===== config.mk =====
export PLATFORM = sky130hd
export DESIGN_NAME = uart_cfg_xcvr_flat
export DESIGN_NICKNAME = d
export VERILOG_FILES = /design/src/rtl/uart_cfg_xcvr_if.sv /design/src/rtl/uart_cfg_xcvr.sv /design/src/flat_wrapper.sv
export SDC_FILE = /design/constraint.sdc
export NUM_CORES = 1
export LEC_CHECK = 0
export ABC_AREA = 1
export CAP_MARGIN = 10
export CORE_MARGIN = 2
export CORE_UTILIZATION = 49
export CTS_CLUSTER_DIAMETER = 100
export DETAILED_ROUTE_END_ITERATION = 8
export PLACE_DENSITY = 0.69
export SYNTH_ARGS = -nofsm -noshare
export SYNTH_HDL_FRONTEND = slang
export SYNTH_SLANG_ARGS = --single-unit

===== constraint.sdc =====
create_clock -name clk -period 3.8 [get_ports clk]
set_input_delay 0.57 -clock clk [delete_from_list [all_inputs] [get_ports clk]]
set_output_delay 0.57 -clock clk [all_outputs]
set_load 0.01 [all_outputs]

===== src/rtl/uart_cfg_xcvr_if.sv =====
// Fabric-side handshake bundle for the configurable UART transceiver.
// The master is the fabric logic; the slave is the transceiver itself.
interface uart_cfg_xcvr_if #(
    parameter int DATA_BITS = 8
);
    logic                 tx_start;
    logic [DATA_BITS-1:0] tx_data;
    logic                 tx_busy;
    logic [DATA_BITS-1:0] rx_data;
    logic                 rx_valid;
    logic                 rx_parity_err;
    logic                 rx_frame_err;

    modport master (
        output tx_start, tx_data,
        input  tx_busy, rx_data, rx_valid, rx_parity_err, rx_frame_err
    );

    modport slave (
        input  tx_start, tx_data,
        output tx_busy, rx_data, rx_valid, rx_parity_err, rx_frame_err
    );
endinterface


===== src/rtl/uart_cfg_xcvr.sv =====
// Full-duplex UART with configurable data width, parity and stop bits.
// TX and RX are independent FSMs; RX has a 2-flop synchroniser,
// false-start rejection, parity/framing checks and break handling.
module uart_cfg_xcvr #(
    parameter int CLOCK_FREQ = 10_000_000,
    parameter int BAUD       = 115200,
    parameter int DATA_BITS  = 8,
    parameter int PARITY     = 0,
    parameter int STOP_BITS  = 1
) (
    input  logic           clk,
    input  logic           rst,
    uart_cfg_xcvr_if.slave bus,
    output logic           tx,
    input  logic           rx
);
    localparam int BIT_CLKS = CLOCK_FREQ / BAUD;
    localparam int CW       = $clog2(BIT_CLKS * STOP_BITS + 1);
    localparam int BW       = $clog2(DATA_BITS + 1);

    localparam logic [CW-1:0] BIT_LAST  = CW'(BIT_CLKS - 1);
    localparam logic [CW-1:0] HALF_LAST = CW'(BIT_CLKS / 2 - 1);
    localparam logic [CW-1:0] STOP_LAST = CW'(BIT_CLKS * STOP_BITS - 1);
    localparam logic [BW-1:0] DATA_LAST = BW'(DATA_BITS - 1);
    localparam logic [BW-1:0] SIDX_LAST = BW'(STOP_BITS - 1);

    // Parity bit that belongs with a payload: odd -> ~^d, even -> ^d.
    function automatic logic par_of(input logic [DATA_BITS-1:0] d);
        return (PARITY == 1) ? ~^d : ^d;
    endfunction

    // ------------------------------------------------------------------
    // Transmitter
    // ------------------------------------------------------------------
    typedef enum logic [2:0] {
        TX_IDLE, TX_START, TX_DATA, TX_PAR, TX_STOP
    } tx_state_t;

    tx_state_t            tx_state_q;
    logic                 tx_q;
    logic                 tx_busy_q;
    logic [CW-1:0]        tx_cnt_q;
    logic [BW-1:0]        tx_bit_q;
    logic [DATA_BITS-1:0] tx_sh_q;
    logic                 tx_par_q;

    // TX frame sequencer; tx and tx_busy are registered FSM outputs.
    always_ff @(posedge clk) begin
        if (rst) begin
            tx_state_q <= TX_IDLE;
            tx_q       <= 1'b1;
            tx_busy_q  <= 1'b0;
            tx_cnt_q   <= '0;
            tx_bit_q   <= '0;
            tx_sh_q    <= '0;
            tx_par_q   <= 1'b0;
        end else begin
            case (tx_state_q)
                TX_IDLE: begin
                    if (bus.tx_start) begin
                        tx_sh_q    <= bus.tx_data;
                        tx_par_q   <= par_of(bus.tx_data);
                        tx_q       <= 1'b0;
                        tx_busy_q  <= 1'b1;
                        tx_cnt_q   <= '0;
                        tx_state_q <= TX_START;
                    end
                end
                TX_START: begin
                    if (tx_cnt_q == BIT_LAST) begin
                        tx_cnt_q   <= '0;
                        tx_bit_q   <= '0;
                        tx_q       <= tx_sh_q[0];
                        tx_sh_q    <= tx_sh_q >> 1;
                        tx_state_q <= TX_DATA;
                    end else begin
                        tx_cnt_q <= tx_cnt_q + 1'b1;
                    end
                end
                TX_DATA: begin
                    if (tx_cnt_q == BIT_LAST) begin
                        tx_cnt_q <= '0;
                        if (tx_bit_q == DATA_LAST) begin
                            if (PARITY != 0) begin
                                tx_q       <= tx_par_q;
                                tx_state_q <= TX_PAR;
                            end else begin
                                tx_q       <= 1'b1;
                                tx_state_q <= TX_STOP;
                            end
                        end else begin
                            tx_bit_q <= tx_bit_q + 1'b1;
                            tx_q     <= tx_sh_q[0];
                            tx_sh_q  <= tx_sh_q >> 1;
                        end
                    end else begin
                        tx_cnt_q <= tx_cnt_q + 1'b1;
                    end
                end
                TX_PAR: begin
                    if (tx_cnt_q == BIT_LAST) begin
                        tx_cnt_q   <= '0;
                        tx_q       <= 1'b1;
                        tx_state_q <= TX_STOP;
                    end else begin
                        tx_cnt_q <= tx_cnt_q + 1'b1;
                    end
                end
                TX_STOP: begin
                    // All stop bits are one continuous high period.
                    if (tx_cnt_q == STOP_LAST) begin
                        tx_cnt_q   <= '0;
                        tx_busy_q  <= 1'b0;
                        tx_state_q <= TX_IDLE;
                    end else begin
                        tx_cnt_q <= tx_cnt_q + 1'b1;
                    end
                end
                default: tx_state_q <= TX_IDLE;
            endcase
        end
    end

    assign tx          = tx_q;
    assign bus.tx_busy = tx_busy_q;

    // ------------------------------------------------------------------
    // Receiver
    // ------------------------------------------------------------------
    logic rx_s1_q;
    logic rx_s2_q;
    logic rx_s;

    // Two-flop synchroniser for the asynchronous line; idles high.
    always_ff @(posedge clk) begin
        if (rst) begin
            rx_s1_q <= 1'b1;
            rx_s2_q <= 1'b1;
        end else begin
            rx_s1_q <= rx;
            rx_s2_q <= rx_s1_q;
        end
    end

    assign rx_s = rx_s2_q;

    typedef enum logic [2:0] {
        RX_IDLE, RX_START, RX_DATA, RX_PAR, RX_STOP, RX_BREAK
    } rx_state_t;

    rx_state_t            rx_state_q;
    logic                 rx_prev_q;
    logic [CW-1:0]        rx_cnt_q;
    logic [BW-1:0]        rx_bit_q;
    logic [DATA_BITS-1:0] rx_sh_q;
    logic                 rx_par_bit_q;
    logic                 rx_ferr_acc_q;
    logic [DATA_BITS-1:0] rx_data_q;
    logic                 rx_valid_q;
    logic                 rx_perr_q;
    logic                 rx_ferr_q;

    // RX frame sequencer: mid-bit sampling, result registers and strobe.
    always_ff @(posedge clk) begin
        if (rst) begin
            rx_state_q    <= RX_IDLE;
            rx_prev_q     <= 1'b1;
            rx_cnt_q      <= '0;
            rx_bit_q      <= '0;
            rx_sh_q       <= '0;
            rx_par_bit_q  <= 1'b0;
            rx_ferr_acc_q <= 1'b0;
            rx_data_q     <= '0;
            rx_valid_q    <= 1'b0;
            rx_perr_q     <= 1'b0;
            rx_ferr_q     <= 1'b0;
        end else begin
            rx_valid_q <= 1'b0;
            rx_prev_q  <= rx_s;
            case (rx_state_q)
                RX_IDLE: begin
                    if (rx_prev_q && !rx_s) begin
                        rx_cnt_q   <= '0;
                        rx_state_q <= RX_START;
                    end
                end
                RX_START: begin
                    if (rx_cnt_q == HALF_LAST) begin
                        rx_cnt_q <= '0;
                        rx_bit_q <= '0;
                        // A line back high at mid start bit was a glitch.
                        rx_state_q <= rx_s ? RX_IDLE : RX_DATA;
                    end else begin
                        rx_cnt_q <= rx_cnt_q + 1'b1;
                    end
                end
                RX_DATA: begin
                    if (rx_cnt_q == BIT_LAST) begin
                        rx_cnt_q <= '0;
                        rx_sh_q  <= {rx_s, rx_sh_q[DATA_BITS-1:1]};
                        if (rx_bit_q == DATA_LAST) begin
                            rx_bit_q      <= '0;
                            rx_ferr_acc_q <= 1'b0;
                            rx_state_q    <= (PARITY != 0) ? RX_PAR : RX_STOP;
                        end else begin
                            rx_bit_q <= rx_bit_q + 1'b1;
                        end
                    end else begin
                        rx_cnt_q <= rx_cnt_q + 1'b1;
                    end
                end
                RX_PAR: begin
                    if (rx_cnt_q == BIT_LAST) begin
                        rx_cnt_q      <= '0;
                        rx_par_bit_q  <= rx_s;
                        rx_bit_q      <= '0;
                        rx_ferr_acc_q <= 1'b0;
                        rx_state_q    <= RX_STOP;
                    end else begin
                        rx_cnt_q <= rx_cnt_q + 1'b1;
                    end
                end
                RX_STOP: begin
                    if (rx_cnt_q == BIT_LAST) begin
                        rx_cnt_q <= '0;
                        if (rx_bit_q == SIDX_LAST) begin
                            rx_valid_q <= 1'b1;
                            rx_data_q  <= rx_sh_q;
                            rx_perr_q  <= (PARITY != 0) &&
                                          (rx_par_bit_q != par_of(rx_sh_q));
                            rx_ferr_q  <= rx_ferr_acc_q | ~rx_s;
                            // A line still low here is a break: one strobe only.
                            rx_state_q <= rx_s ? RX_IDLE : RX_BREAK;
                        end else begin
                            rx_bit_q      <= rx_bit_q + 1'b1;
                            rx_ferr_acc_q <= rx_ferr_acc_q | ~rx_s;
                        end
                    end else begin
                        rx_cnt_q <= rx_cnt_q + 1'b1;
                    end
                end
                RX_BREAK: begin
                    if (rx_s) begin
                        rx_state_q <= RX_IDLE;
                    end
                end
                default: rx_state_q <= RX_IDLE;
            endcase
        end
    end

    assign bus.rx_data       = rx_data_q;
    assign bus.rx_valid      = rx_valid_q;
    assign bus.rx_parity_err = rx_perr_q;
    assign bus.rx_frame_err  = rx_ferr_q;
endmodule


===== src/flat_wrapper.sv =====
// flat-port wrapper written by rule: the top's interface ports become plain ports
module uart_cfg_xcvr_flat 
#(
    parameter int CLOCK_FREQ = 10_000_000,
    parameter int BAUD       = 115200,
    parameter int DATA_BITS  = 8,
    parameter int PARITY     = 0,
    parameter int STOP_BITS  = 1
)
  (clk, rst, tx, rx, bus_tx_start, bus_tx_data, bus_tx_busy, bus_rx_data, bus_rx_valid, bus_rx_parity_err, bus_rx_frame_err);
  uart_cfg_xcvr_if #(.DATA_BITS(DATA_BITS)) bus_i ();
  input  logic clk;
  input  logic rst;
  output logic tx;
  input  logic rx;
  input wire logic [$bits(bus_i.tx_start)-1:0] bus_tx_start;
  input wire logic [$bits(bus_i.tx_data)-1:0] bus_tx_data;
  output wire logic [$bits(bus_i.tx_busy)-1:0] bus_tx_busy;
  output wire logic [$bits(bus_i.rx_data)-1:0] bus_rx_data;
  output wire logic [$bits(bus_i.rx_valid)-1:0] bus_rx_valid;
  output wire logic [$bits(bus_i.rx_parity_err)-1:0] bus_rx_parity_err;
  output wire logic [$bits(bus_i.rx_frame_err)-1:0] bus_rx_frame_err;
  assign bus_i.tx_start = bus_tx_start;
  assign bus_i.tx_data = bus_tx_data;
  assign bus_tx_busy = bus_i.tx_busy;
  assign bus_rx_data = bus_i.rx_data;
  assign bus_rx_valid = bus_i.rx_valid;
  assign bus_rx_parity_err = bus_i.rx_parity_err;
  assign bus_rx_frame_err = bus_i.rx_frame_err;
  uart_cfg_xcvr #(.CLOCK_FREQ(CLOCK_FREQ), .BAUD(BAUD), .DATA_BITS(DATA_BITS), .PARITY(PARITY), .STOP_BITS(STOP_BITS)) u_core (.clk(clk), .rst(rst), .bus(bus_i), .tx(tx), .rx(rx));
endmodule

### Word-level counts from Yosys, hierarchy flattened

Cells that the tools add are included.

| operators by class | value |
|---|---|
| add/subtract/negate cells | 4 |
| equality and inequality tests | 30 |
| multiplexer cells | 57 |
| bitwise logic cells | 4 |
| reductions and logical operators | 28 |

Operator list:

| operator | count |
|---|---|
| two-way mux 3 bit | 15 |
| two-way mux 4 bit | 9 |
| two-way mux 7 bit | 5 |
| two-way mux 8 bit | 4 |
| inequality test 2 x 1 -> 1 bit, second input constant | 13 |
| one-hot mux 8 bit (3 select lines) | 1 |
| one-hot mux 7 bit (3 select lines) | 1 |
| one-hot mux 3 bit (6 select lines) | 1 |
| AND reduction 6 bit | 3 |
| one-hot mux 4 bit (4 select lines) | 1 |
| one-hot mux 3 bit (5 select lines) | 1 |
| adder 7 x 1 -> 7 bit, second input constant | 2 |
| == test 7 bit, second input constant | 2 |
| one-hot mux 7 bit (2 select lines) | 1 |
| two-way mux 1 bit | 13 |
| == test 3 x 2 -> 1 bit, second input constant | 4 |
| AND reduction 5 bit | 2 |
| == test 3 bit, second input constant | 3 |
| nonzero test 3 bit | 3 |
| adder 4 x 1 -> 4 bit, second input constant | 2 |
| == test 4 x 3 -> 1 bit, second input constant | 2 |
| one-hot mux 4 bit (2 select lines) | 1 |
| AND reduction 8 bit | 1 |
| nonzero test 4 bit | 2 |
| other kinds (19) | 31 |

| word-level totals | value |
|---|---|
| bits in registers | 60 |
| output and inout bits | 13 |
| logic and storage cells | 140 |

### Logic depth before layout (Yosys ltp)

Gate-level depths: netlist of run 1.

| depth | value |
|---|---|
| depth in word-level cells | 5 |
| gate-level depth with buffers | 12 |
| gate-level depth less buffers | 12 |

### Least setup slack after synthesis of run 1

Ideal clock, no wire load.

| timing path | value |
|---|---|
| kind | reg2reg |
| from | register u_core.tx_cnt_q[0] |
| to | register u_core.tx_sh_q[0] |
| setup time | 0.116 ns |
| data arrival time | 1.355 ns |
| data required time | 3.684 ns |
| setup slack | 2.329 ns |
| cell stages (with the launch flop) | 10 |
| clock period less this slack | 1.471 ns |
| path through | dfxtp_1 > ha_1 > nand2_1 > nand3b_2 > nand2_1 > inv_1 > nor2_4 > inv_2 > nor2_1 > nor2_1 |

| between the ends | value |
|---|---|
| cells in the longest elaborated chain, start to end | 3 |

Ends and longest elaborated chain:

| item | RTL line | text |
|---|---|---|
| start, declared | uart_cfg_xcvr.sv:42 | `logic [CW-1:0] tx_cnt_q;` |
| start signal, assigned | uart_cfg_xcvr.sv:77 | `tx_cnt_q <= tx_cnt_q + 1'b1;` |
| start signal, assigned | uart_cfg_xcvr.sv:97 | `tx_cnt_q <= tx_cnt_q + 1'b1;` |
| start signal, assigned | uart_cfg_xcvr.sv:106 | `tx_cnt_q <= tx_cnt_q + 1'b1;` |
| == test 7 bit * | uart_cfg_xcvr.sv:70, uart_cfg_xcvr.sv:81 |  |
| inequality test 2 x 1 -> 1 bit (no line) | -- |  |
| AND reduction 5 bit (no line) * | -- |  |
| end signal, assigned | uart_cfg_xcvr.sv:61 | `tx_sh_q <= bus.tx_data;` |
| end signal, assigned | uart_cfg_xcvr.sv:74 | `tx_sh_q <= tx_sh_q >> 1;` |
| end signal, assigned | uart_cfg_xcvr.sv:94 | `tx_sh_q <= tx_sh_q >> 1;` |
| end, declared | uart_cfg_xcvr.sv:44 | `logic [DATA_BITS-1:0] tx_sh_q;` |

Mark *: on every way between the ends. The rest lies on a longest branch, timed or not.
A chain may end at the register's enable or synchronous reset.

==> flow_metrics.env, run 1 <==
export IMPL_rr_worst_depth=9
export IMPL_dr_total_vias=2814
export IMPL_switchingPower_w=0.00102
export IMPL_postCtsSetupRepairBufs=0
export IMPL_design_portCount=25
export IMPL_crit_end="u_core.bus.rx_frame_err"
export IMPL_clockBufferDepth=2
export IMPL_cp_startpoint="rst"
export IMPL_grt_use_met3_pct=5.07
export IMPL_fin_crit_ps=1970
export IMPL_crit_path_max_fanout=31
export IMPL_p_seq_share_pct=34.5
export IMPL_clk_pin_slew_ps=70
export IMPL_setup_viol=0
export IMPL_cts_hold_buf=0
export IMPL_power_report_internal_total_w=0.00135
export IMPL_hp_class="reg2reg"
export IMPL_rrSetupSlack_ps=1880
export IMPL_gp_congestion=0.941
export IMPL_totalWireLength_um=6240
export IMPL_placedCellCount=555
export IMPL_cts_root_buf="clkbuf_8"
export IMPL_syn_avg_cell_area_um2=6.63
export IMPL_place_hpwl_um=4550
export IMPL_overflow=0
export IMPL_synth_seq_cells=60
export IMPL_cts_sinks=60
export IMPL_power_leakage_nw=1.70
export IMPL_htreeDepth=3
export IMPL_syn_inst=466
export IMPL_drv_slew=0
export IMPL_tightestPinTransition_ps=637
export IMPL_rows=28
export IMPL_synth_nets=486
export IMPL_grt_pass1_wl_um=11300
export IMPL_firstDrtPassIters=4
export IMPL_antenna_found_initial=0
export IMPL_syn_area_um2=3090
export IMPL_period_share_pct=51.9
export IMPL_io_buffers=23
export IMPL_crit_type="in2reg"
export IMPL_nets=511
export IMPL_via_per_inst=4.93
export IMPL_reg2reg_to="u_core.bus.rx_data[6]"
export IMPL_cts_resized=0
export IMPL_drive_above_1_share_pct=9.07
export IMPL_worstSkewPairLatency_ps=340
export IMPL_multi_input_area_um2=1640
export IMPL_stdcell_area_um2=3560
export IMPL_relSlewSlack_pct=57.4
export IMPL_regArea_um2=1200
export IMPL_crit_required_ps=4070
export IMPL_finalSetupTns_ps=0
export IMPL_die_area_um2=6960
export IMPL_start_util_pct=51.6
export IMPL_netSwitchingFraction_pct=43.0
export IMPL_ir_drop_mv=0.359
export IMPL_ys_types=37
export IMPL_diodes=0
export IMPL_fin_worst_skew_ps=7.86
export IMPL_fin_hold_ws_ps=412
export IMPL_die_h_um=83.4
export IMPL_instances_no_fill=571
export IMPL_placed_area_um2=3360
export IMPL_core_area_um2=5990
export IMPL_power_total_w=0.00238
export IMPL_drc_errors=0
export IMPL_antenna_left=0
export IMPL_grt_max_degree=32
export IMPL_fmax_mhz=507
export IMPL_grtUsageTotal_pct=19.2
export IMPL_cap_viol_max_count=0
export IMPL_cts_buffers=9
export IMPL_endpoint_kind="register"
export IMPL_p_clk_share_pct=24.8
export IMPL_yosys_warnings=0
export IMPL_hold_viol=0
export IMPL_grt_pass1_vias=2647
export IMPL_crit_arrival_ps=2240
export IMPL_power_density_nw_per_um2=668
export IMPL_dieWidth_um=83.4
export IMPL_post_drt_wl_per_cell_um=10.9
export IMPL_grtUsageMet2_pct=31.9
export IMPL_startpoint_type="input pin"
export IMPL_cts_tree="yes"
export IMPL_fill_cells=602
export IMPL_ys_seq_area_share_pct=38.9
export IMPL_rsz0062_at_grt="false"
export IMPL_grt_use_met1_pct=24.9
export IMPL_combPwrFrac_pct=40.6
export IMPL_rr_startpoint="u_core.rx_bit_q[0]"
export IMPL_area_delta_synth_final_pct=15.2
export IMPL_drtIter0Drc=132
export IMPL_grt_busiest_layer="met2"
export IMPL_status="finished, final reports clean"
==> flip-flops by register name, summed over array words and instances (netlist names) <==
| name | count |
|---|---|
| u_core.bus.rx_data | 8 |
| u_core.bus.rx_frame_err | 1 |
| u_core.bus.rx_valid | 1 |
| u_core.bus.tx_busy | 1 |
| u_core.rx_bit_q | 4 |
| u_core.rx_cnt_q | 7 |
| u_core.rx_ferr_acc_q | 1 |
| u_core.rx_prev_q | 1 |
| u_core.rx_s | 1 |
| u_core.rx_s1_q | 1 |
| u_core.rx_sh_q | 8 |
| u_core.rx_state_q | 3 |
| u_core.tx | 1 |
| u_core.tx_bit_q | 4 |
| u_core.tx_cnt_q | 7 |
| u_core.tx_sh_q | 8 |
| u_core.tx_state_q | 3 |
==> through the flow <==
stage	worst slack, ps	utilization, %
after floorplan	2330	-
after global placement	1480	56.0
after detailed placement	1440	56.0
after CTS	1770	59.4
after global routing	1580	59.4
final	1830	59.4
==> synthesized netlist by cell type <==
library cell	count	share of area (%)
nor3b_1	2	0.49
dfxtp_1	60	39
or2_2	3	0.61
o21ai_0	41	6.6
buf_2	1	0.16
nor2_8	1	0.65
nand2_2	6	1.2
nor2_4	2	0.73
o21bai_1	1	0.24
nand2_4	1	0.36
inv_1	41	5.0
buf_6	2	0.73
nand3b_2	1	0.36
inv_2	7	0.85
nand4_1	5	1.0
nand3_4	1	0.57
and3_1	1	0.20
nand3_1	21	3.4
buf_4	3	0.73
nor2_1	110	13
or2_0	1	0.20
nor2_2	3	0.61
xor2_1	2	0.57
conb_1	1	0.12
a31oi_1	1	0.20
o21a_1	1	0.24
nor3_2	1	0.32
nand3b_1	2	0.49
nand3_2	1	0.32
nand2_1	109	13
clkbuf_1	4	0.49
ha_1	8	3.2
nor3_1	4	0.65
o21ai_1	1	0.16
a21boi_1	1	0.24
o21ai_2	1	0.28
a21oi_1	15	2.4
==> power groups by stage <==
stage | clock, W | sequential, W | combinational [W]
6_report | 0.000590 | 0.000821 | 0.000965
5_1_grt | 0.000633 | 0.000837 | 0.00113
4_1_cts | 0.000608 | 0.000819 | 0.000970
3_5_place_dp | 0 | 0.000832 | 0.000963
3_3_place_gp | 0 | 0.000830 | 0.000949
2_1_floorplan | 0 | 0.000801 | 0.000800
==> layout make-up <==
type                            instances  share of cell area, %
Clock buffer                            9                   3.48
Inverter                               48                   5.06
Timing Repair Buffer                   24                   6.68
Multi-Input combinational cell        348                   46.2
Sequential cell                        60                   33.7
Tap cell                               75                   2.64
Clock inverter                          7                   2.25
==> worst min path at each step <==
stage / cells past startpoint / endpoint / slack [ps] / start
2_1_floorplan: 1 / u_core.rx_s / 390 / u_core.rx_s1_q
3_3_place_gp: 1 / u_core.rx_s / 390 / u_core.rx_s1_q
3_5_place_dp: 1 / u_core.rx_s / 400 / u_core.rx_s1_q
4_1_cts: 1 / u_core.rx_s / 410 / u_core.rx_s1_q
5_1_grt: 1 / u_core.rx_s / 440 / u_core.rx_s1_q
6_report: 1 / u_core.rx_s / 410 / u_core.rx_s1_q
==> cell families after synthesis <==
group	after synthesis	synth area share (%)
adder cells (fa/ha/maj)	8	3.24
AO/OA/AOI/OAI	62	10.4
other	1	0.121
buffers and inverters	58	7.94
flip-flops	60	38.9
XOR/XNOR	2	0.567
AND/OR/NAND/NOR	275	38.8
==> critical path, cell delays in order <==
cell and delay, ps:
clkdlybuf4s50_1 620, inv_1 420, buf_4 360, o21ai_0 130
a21oi_1 130
==> routing by layer <==
metal | vias up | routed length (µm)
met5 | - | 0
met4 | 0 | 68
met3 | 7 | 253
met2 | 52 | 2830
met1 | 1239 | 3090
li1 | 1516 | -
==> placed cells by master (no fill, tap or decap), types with 5 or more instances in the layout <==
master           count
o21ai_0             41
dfxtp_1             60
nand2_1            109
clkdlybuf4s50_1     23
inv_1               41
nand4_1              5
nand3_1             21
ha_1                 8
a21oi_1             15
clkbuf_8             9
nor2_1             110
nand2_2              6
inv_2                7
Note: power is estimated with default switching activity, not from simulation.
==> run 2, diff against run 1 <==
--- a/config.mk
+++ b/config.mk
@@ -11,7 +11,7 @@
 export CORE_UTILIZATION = 49
 export CTS_CLUSTER_DIAMETER = 100
 export DETAILED_ROUTE_END_ITERATION = 8
-export PLACE_DENSITY = 0.69
+export PLACE_DENSITY = 0.72
 export SYNTH_ARGS = -nofsm -noshare
 export SYNTH_HDL_FRONTEND = slang
 export SYNTH_SLANG_ARGS = --single-unit
==> constraint.sdc (replaced) <==
create_clock -name clk -period 1.7 [get_ports clk]
set_input_delay 0.255 -clock clk [delete_from_list [all_inputs] [get_ports clk]]
set_output_delay 0.255 -clock clk [all_outputs]
set_load 0.01 [all_outputs]
==> run 2 against run 1 <==
  * Final area rose by 3.2%
  * Count of clock-buffer cells in the layout stayed put
  * Routed wire length rose by 6.2%
  * Sequential power rose by 120%
  * Clock power grew 120%
  * Setup slack lost 1700 ps
  * Largest power group unchanged
==> flow_metrics.env, run 2 (synthesized netlist as in run 1, its figures left out) <==
export IMPL_design_portCount=25
export IMPL_placed_area_um2=3440
export IMPL_grt_pass1_vias=2644
export IMPL_drv_slew=0
export IMPL_cts_sinks=60
export IMPL_crit_type="reg2reg"
export IMPL_dieWidth_um=83.4
export IMPL_antenna_left=0
export IMPL_cap_viol_max_count=0
export IMPL_period_share_pct=93.4
export IMPL_post_place_ws_ps=86.4
export IMPL_diodes=0
export IMPL_totalWireLength_um=6630
export IMPL_power_total_w=0.00550
export IMPL_fmax_mhz=630
export IMPL_ir_drop_mv=0.878
export IMPL_crit_path_max_fanout=5
export IMPL_layout_common_cells="nand2_1 (107), nor2_1 (106), dfxtp_1 (58), inv_1 (40), o21ai_0 (40)"
export IMPL_overflow=0
export IMPL_rrSetupSlack_ps=110
export IMPL_cts_tree="yes"
export IMPL_cts_buffers=9
export IMPL_die_area_um2=6960
export IMPL_hp_class="reg2reg"
export IMPL_rows=28
export IMPL_instances_no_fill=581
export IMPL_drc_errors=0
export IMPL_io_buffers=23
export IMPL_final_common_cell="nand2_1"
export IMPL_rr_startpoint="u_core.tx_cnt_q[1]"
export IMPL_fin_worst_skew_ps=12.5
export IMPL_startpoint_type="register"
export IMPL_nets=521
export IMPL_fill_cells=578
export IMPL_reg2reg_to="u_core.tx_cnt_q[3]"
export IMPL_die_h_um=83.4
export IMPL_antenna_found_initial=0
export IMPL_gp_congestion=0.890
export IMPL_status="finished, final reports clean"
export IMPL_htreeDepth=3
export IMPL_area_delta_synth_final_pct=18.9
export IMPL_fin_crit_ps=1590
export IMPL_grt_pass1_wl_um=11400
export IMPL_postCtsSetupRepairBufs=0
export IMPL_setup_viol=0
export IMPL_drtIter0Drc=127
export IMPL_worstSkewPairLatency_ps=340
export IMPL_grt_max_degree=35
export IMPL_drive_above_1_share_pct=12.8
export IMPL_power_leakage_nw=1.76
export IMPL_dr_total_vias=2937
export IMPL_hold_end="u_core.rx_s"
export IMPL_firstDrtPassIters=4
export IMPL_stdcell_area_um2=3670
export IMPL_crit_required_ps=1920
export IMPL_place_hpwl_um=4590
export IMPL_via_per_inst=5.06
export IMPL_placedCellCount=564
export IMPL_rr_worst_depth=9
export IMPL_start_util_pct=51.6
export IMPL_endpoint_kind="register"
export IMPL_cts_root_buf="clkbuf_8"
export IMPL_hold_viol=0
export IMPL_post_drt_wl_per_cell_um=11.4
export IMPL_crit_arrival_ps=1810
export IMPL_clk_pin_slew_ps=70
export IMPL_setup_slack_ps=113
export IMPL_hold_start="u_core.rx_s1_q"
export IMPL_clockBufferDepth=2
export IMPL_power_density_nw_per_um2=1500
export IMPL_finalSetupTns_ps=0
export IMPL_core_area_um2=5990
export IMPL_holdPathStages=1
export IMPL_grtUsageTotal_pct=19.5
run 2: layout make-up:
type	instances	area, µm²	share of cell area (%)
clock buffers	9	124	3.37
clock inverters	7	75.1	2.04
inverters	48	180	4.91
multi-input cells	349	1670	45.6
flip-flops and latches	60	1200	32.8
well taps	75	93.8	2.56
repair buffers	33	322	8.76
run 2: worst max-delay path, cell delays in order (launching register included):
cell and delay [ps]:
dfxtp_1 340, inv_1 60, ha_1 150, nand2_1 50, nand3b_2 230, buf_4 170
nand2_1 90, inv_1 60, o21ai_2 230, nor3_1 90
run 2: what timing repair did:
| item | 4_1_cts | 5_1_grt |
|---|---|---|
| endpoints found under the hold margin | 0 | 0 |
| gates resized for setup | 0 | 13 |
| hold buffers | 0 | 0 |
| setup endpoints to repair | 0 | 34 |
run 2: report_power, final:
group,internal (W),switching [W],leakage (nW)
clock network,0.000686,0.000618,0.104
registers,0.00163,0.000202,0.489
logic,0.000792,0.00157,1.17
run 2: worst max path at each step:
stage	start	end	slack [ps]	depth (start not counted)
6_report	u_core.tx_cnt_q[1]	u_core.tx_cnt_q[3]	110	9
2_1_floorplan	u_core.tx_cnt_q[0]	u_core.tx_sh_q[0]	230	9
5_1_grt	u_core.rx_cnt_q[1]	u_core.rx_bit_q[1]	-3	12
3_3_place_gp	bus_tx_start	u_core.tx_sh_q[0]	130	8
4_1_cts	u_core.tx_cnt_q[1]	u_core.tx_sh_q[4]	90	10
3_5_place_dp	bus_tx_start	u_core.tx_sh_q[4]	90	8
run 2: metal layers:
layer  track usage [%]  vias to the layer above  share of wire, %
li1                  -                     1535                 -
met3              4.57                       10               4.2
met1              25.3                     1328                49
met5                 0                        -                 0
met4              5.37                        0               1.1
met2              32.5                       64                45
run 2: metrics by stage:
step / hold slack, ps / utilization [%]
floorplan: 359 / -
global placement: 394 / 57.4
detailed placement: 394 / 57.4
CTS: 411 / 60.7
global route: 421 / 61.3
finish: 409 / 61.3
==> RTL change 1 (settings of run 2) <==
`DATA_BITS` is set to 8 in 3 places; all go to 32.
--- a/src/rtl/uart_cfg_xcvr_if.sv
+++ b/src/rtl/uart_cfg_xcvr_if.sv
@@ -1,7 +1,7 @@
 // Fabric-side handshake bundle for the configurable UART transceiver.
 // The master is the fabric logic; the slave is the transceiver itself.
 interface uart_cfg_xcvr_if #(
-    parameter int DATA_BITS = 8
+    parameter int DATA_BITS = 32
 );
     logic                 tx_start;
     logic [DATA_BITS-1:0] tx_data;
--- a/src/rtl/uart_cfg_xcvr.sv
+++ b/src/rtl/uart_cfg_xcvr.sv
@@ -4,7 +4,7 @@
 module uart_cfg_xcvr #(
     parameter int CLOCK_FREQ = 10_000_000,
     parameter int BAUD       = 115200,
-    parameter int DATA_BITS  = 8,
+    parameter int DATA_BITS  = 32,
     parameter int PARITY     = 0,
     parameter int STOP_BITS  = 1
 ) (
--- a/src/flat_wrapper.sv
+++ b/src/flat_wrapper.sv
@@ -3,7 +3,7 @@
 #(
     parameter int CLOCK_FREQ = 10_000_000,
     parameter int BAUD       = 115200,
-    parameter int DATA_BITS  = 8,
+    parameter int DATA_BITS  = 32,
     parameter int PARITY     = 0,
     parameter int STOP_BITS  = 1
 )
Ports: changed (resized bus_rx_data and bus_tx_data); port bits go from 25 to 73. No check against the original RTL was run, so the function may have changed too.
==> RTL change 1 against run 2 <==
Synthesized area up 100%; total power up 81%; die area up 96%; setup slack worse by 0.11 ns; count of clock-buffer cells in the layout up 10; design area up 120%; wire length up 110%; first-iteration DRC count rose to 3.0 times the old value; sequential cell count up 76; cell count up 100%.
==> RTL change 1: results (changes against run 2) <==
- FILL cells: 1162 (was 578)
- 1st-iter DRT viols: 377 (was 127)
- Port-buffer cells: 71 (was 23)
- Met1 layer wirelength in the final routing: 6810 um (was 3280 um)
- Worst Hold Launch: rx (was u_core.rx_s1_q)
- Skew final: 0.0108 ns (was 0.0125 ns)
- Highest routed metal layer: met4 (unchanged)
- Number of cells on the worst reg-to-reg path: 11 (was 9)
- Root Buffer Master: clkbuf_16 (was clkbuf_8)
- Lkg Pwr: 3.68 nW (was 1.76 nW)
- Final Wtd Congestion: 0.861 (was 0.890)
- Via-to-Cell Ratio: 4.92 (was 5.06)
- Power per cell area: 1250 mW/mm2 (was 1500 mW/mm2)
- Detailed Place HPWL: 8710 um (was 4590 um)
- Net switching power: 3.27 mW (was 2.39 mW)
- Number of detailed-route iterations in the first pass: 5 (was 4)
- Cells taking the most area after synthesis: dfxtp_1, nor2_1, nand2_1 (unchanged)
- Distinct cell type count of the synthesized netlist: 33 (was 37)
- Met2 usage in global routing: 0.346 (was 0.325)
- Largest fanout of any net on the critical path: 8 (was 5)
- Average wire per standard cell: 12.1 um (was 11.4 um)
- Total clock buffers created by CTS: 17 (was 9)
- Post-synthesis sequential area ratio: 0.438 (was 0.389)
- Total met2 wirelength after detailed routing: 6460 um (was 3000 um)
- Commonest cells post-synth: nor2_1, nand2_1, dfxtp_1, o21ai_0, inv_1 (was nor2_1, nand2_1, dfxtp_1, inv_1, o21ai_0)
- Source-to-sink clock delay at the later pin of the worst-skew pair: 0.42 ns (was 0.34 ns)
- GR Util met3: 0.0431 (was 0.0457)
- Syn_nets: 955 (was 486)
- Max VDD drop: 0.785 mV (was 0.878 mV)
- WHS Path Cells: 2 (was 1)
- DRC errors left: 0 (unchanged)
- Total global-route track usage: 0.207 (was 0.195)
- Worst setup slack for register-to-register paths: 0.004 ns (was 0.11 ns)
- Type of the tightest min-delay check: in -> reg (was reg -> reg)
- Post-Place Cell Area: 0.00721 mm2 (was 0.00344 mm2)
- Crit path DAT: 2.01 ns (was 1.81 ns)
- Met3 wire len: 692 um (was 275 um)
- Number of global-route vias before repair: 5099 (was 2644)
- Total Nets Final: 1032 (was 521)
- CTS HTree Levels: 4 (was 3)
- Met1 demand-to-capacity share in global routing: 0.265 (was 0.253)
- Global-route wire length before repair: 22700 um (was 11400 um)
- Result of the run: completed (unchanged)
- Terminus of the critical flop-to-flop path: u_core.tx_sh_q[0] (was u_core.tx_cnt_q[3])
- Largest net degree at the start of global routing: 72 (was 35)
- Layout cell share with drive strength beyond 1: 0.113 (was 0.128)
==> RTL change 1: cell types whose count changed in the layout (fill, tap and decap cells not counted), sizes merged, moves of 11 or more <==
| cell | run 2 | this run |
|---|---|---|
| a21oi | 15 | 27 |
| buf | 10 | 29 |
| clkbuf | 9 | 21 |
| clkdlybuf4s50 | 23 | 71 |
| dfxtp | 60 | 136 |
| inv | 50 | 61 |
| nand2 | 116 | 212 |
| nand3 | 23 | 37 |
| nand3b | 3 | 34 |
| nor2 | 117 | 245 |
| o21ai | 43 | 81 |
==> RTL change 1: how the worst min path moves through the flow <==
stage                           to  slack, ns
floorplan           u_core.rx_s1_q       0.36
global placement       u_core.rx_s       0.41
detailed placement     u_core.rx_s       0.40
CTS                 u_core.rx_s1_q       0.39
global route        u_core.rx_s1_q       0.42
finish              u_core.rx_s1_q       0.41
==> RTL change 1: layout make-up <==
type	count	area (um2)	area share
clock buffers	19	453	0.0571
clock inverters	13	131	0.0166
inverters	54	208	0.0262
multi-input cells	677	3140	0.395
flip-flops and latches	136	2730	0.344
well taps	172	215	0.0271
repair buffers	102	1060	0.134
==> RTL change 1: cells by family after synthesis <==
family                   synth area share
AND/OR/NAND/NOR                     0.379
flip-flops                          0.438
AO/OA/AOI/OAI                      0.0920
buffers and inverters              0.0674
adder cells (fa/ha/maj)            0.0161
XOR/XNOR                          0.00704
other                            0.000603
==> RTL change 1: power by group through the flow <==
| stage | logic, mW | registers [mW] | clock network [mW] |
|---|---|---|---|
| 2_1_floorplan | 1.79 | 3.72 | 0 |
| 3_3_place_gp | 2.45 | 3.73 | 0 |
| 3_5_place_dp | 2.46 | 3.73 | 0 |
| 4_1_cts | 2.48 | 3.67 | 3.70 |
| 5_1_grt | 2.96 | 3.71 | 3.82 |
| 6_report | 2.63 | 3.68 | 3.62 |
==> RTL change 1: stage by stage <==
| stage | setup WS (ns) | utilization | cells | hold slack, ns |
|---|---|---|---|---|
| after CTS | 0.0112 | 0.623 | 1169 | 0.391 |
| after global placement | 0.0488 | 0.576 | 1137 | 0.412 |
| after floorplan | 0.166 | - | 911 | 0.359 |
| after global routing | -0.0785 | 0.634 | 1173 | 0.420 |
| after detailed placement | 0.00850 | 0.576 | 1137 | 0.398 |
| final | 0.00366 | 0.634 | 1173 | 0.412 |
==> RTL change 1: repair_timing <==
item,CTS,global route
resized for setup,1,25
buffers inserted,0,1
pin swaps,0,2
endpoints found under the setup margin,1,118
gates cloned,0,3
==> RTL change 1: worst max-delay path: stages, from the launching register on <==
cell and delay (ns):
dfxtp_2 0.33, inv_2 0.07, ha_4 0.12, nand2_1 0.04
nand3b_1 0.20, nand2_2 0.11, inv_2 0.06, nor2_4 0.25
clkbuf_16 0.21, nand3b_1 0.08, nand2_1 0.07, nor2_1 0.04
==> RTL change 2 (settings of run 2) <==
Without the edit above. The 6 states of `rx_state_t` get a Gray code encoding in 3 bits.
--- a/src/rtl/uart_cfg_xcvr.sv
+++ b/src/rtl/uart_cfg_xcvr.sv
@@ -145,7 +145,7 @@
     assign rx_s = rx_s2_q;
 
     typedef enum logic [2:0] {
-        RX_IDLE, RX_START, RX_DATA, RX_PAR, RX_STOP, RX_BREAK
+        RX_IDLE = 3'b000, RX_START = 3'b001, RX_DATA = 3'b011, RX_PAR = 3'b010, RX_STOP = 3'b110, RX_BREAK = 3'b111
     } rx_state_t;
 
     rx_state_t            rx_state_q;
Behaviour: same outputs for any inputs over 10 cycles, from zero or initial values and one cycle with rst high; not proved beyond that.
==> RTL change 2 against run 2 <==
Sequential cell count is the same; clock power fell by 12%; fmax is 2.3% higher; total power is essentially flat; setup slack improved by 0.036 ns; critical path type unchanged; clock skew fell by 0.0046 ns; wire length decreased by 8.2%; synthesized area decreased by 3.4%; largest power group unchanged; synthesized cell count is 3.9% lower; design area decreased by 1.5%.
==> RTL change 2: results (changes against run 2) <==
- Post-Place Cell Area: 0.00339 mm2 (was 0.00344 mm2)
- Skew final: 0.00792 ns (was 0.0125 ns)
- Distinct cell type count of the synthesized netlist: 30 (was 37)
- Post-synthesis sequential area ratio: 0.403 (was 0.389)
- Via-to-Cell Ratio: 4.90 (was 5.06)
- Max VDD drop: 0.984 mV (was 0.878 mV)
- Average wire per standard cell: 10.7 um (was 11.4 um)
- Pre-CTS setup slack: 0.0136 ns (was 0.0864 ns)
- Largest fanout of any net on the critical path: 7 (was 5)
- Detailed Place HPWL: 4350 um (was 4590 um)
- Post-Synth Adder-Cell Area: 0.0335 (was 0.0324)
- Number of cells on the worst reg-to-reg path: 8 (was 9)
- Post-placement cell count: 551 (was 564)
- Xor/xnor share of the synthesized area: 0.0147 (was 0.00567)
- Non-filler cells in the finished layout: 568 (was 581)
- Global-route wire length before repair: 10400 um (was 11400 um)
- 1st-iter DRT viols: 94 (was 127)
- Terminus of the critical flop-to-flop path: u_core.tx_state_q[2] (was u_core.tx_cnt_q[3])
- Synth Area in Compound Gates: 0.132 (was 0.104)
- Cells after synthesis: 448 (was 466)
- Syn_nets: 468 (was 486)
- Cells taking the most area after synthesis: dfxtp_1, nand2_1, nor2_1 (was dfxtp_1, nor2_1, nand2_1)
- Lkg Pwr: 1.64 nW (was 1.76 nW)
- Number of global-route vias before repair: 2471 (was 2644)
- Critical path's slowest cell: dfxtp_1 (unchanged)
- Result of the run: completed (unchanged)
- Share of the clock period used by the worst path: 0.913 (was 0.934)
- Layout cell share with drive strength beyond 1: 0.118 (was 0.128)
- Largest net degree at the start of global routing: 34 (was 35)
## RTL change 2: worst min-delay path by stage
stage / to / start / cells after the start / slack [ns]
4_1_cts: u_core.rx_s / u_core.rx_s1_q / 1 / 0.41
6_report: u_core.rx_s / u_core.rx_s1_q / 1 / 0.41
2_1_floorplan: u_core.rx_s1_q / rx / 1 / 0.36
3_3_place_gp: u_core.rx_s / u_core.rx_s1_q / 1 / 0.39
5_1_grt: u_core.rx_s / u_core.rx_s1_q / 1 / 0.43
3_5_place_dp: u_core.rx_s / u_core.rx_s1_q / 1 / 0.40
## RTL change 2: logic make-up (layout without fill, tap and decap cells)
logic type,count (synthesis),after routing
other,1,1
AO/OA/AOI/OAI,77,77
flip-flops,60,60
AND/OR/NAND/NOR,232,232
adder cells (fa/ha/maj),8,8
buffers and inverters,65,110
XOR/XNOR,5,5
## RTL change 2: layout make-up
cell class	count	area (um2)
well taps	75	93.8
repair buffers	40	374
multi-input cells	323	1560
flip-flops and latches	60	1200
clock inverters	7	52.6
inverters	54	203
fillers	540	2300
clock buffers	9	124
## RTL change 2: where the power goes
| group | leakage [nW] | internal (mW) | switching [mW] |
|---|---|---|---|
| Clock | 0.0896 | 0.534 | 0.613 |
| Sequential | 0.490 | 1.66 | 0.192 |
| Combinational | 1.06 | 0.961 | 1.54 |
| Total | 1.64 | 3.16 | 2.34 |
## RTL change 2: metal layers
layer	track usage	vias to the layer above	share of wire
li1	-	1496	-
met1	0.247	1249	0.50
met2	0.329	34	0.46
met3	0.0582	5	0.030
met4	0.0867	0	0.015
met5	0	-	0
## RTL change 2: worst register-to-register path, cell delays in order (launching register included)
cell and delay [ns]:
dfxtp_1 0.34, inv_1 0.06, ha_1 0.13, nand2_1 0.04, nand3b_1 0.28, a21oi_1 0.24
nand3_1 0.18, nor2_1 0.13, nor2_1 0.05
## RTL change 2: through the flow
| stage | hold WS, ns | utilization |
|---|---|---|
| final | 0.412 | 0.611 |
| after global routing | 0.430 | 0.611 |
| after global placement | 0.392 | 0.572 |
| after detailed placement | 0.396 | 0.572 |
| after CTS | 0.413 | 0.602 |
| after floorplan | 0.359 | - |
## RTL change 2: what timing repair did
action	4_1_cts	5_1_grt
setup endpoints to repair	2	18
pin swaps	0	3
setup buffers	0	1
gates resized for setup	1	12
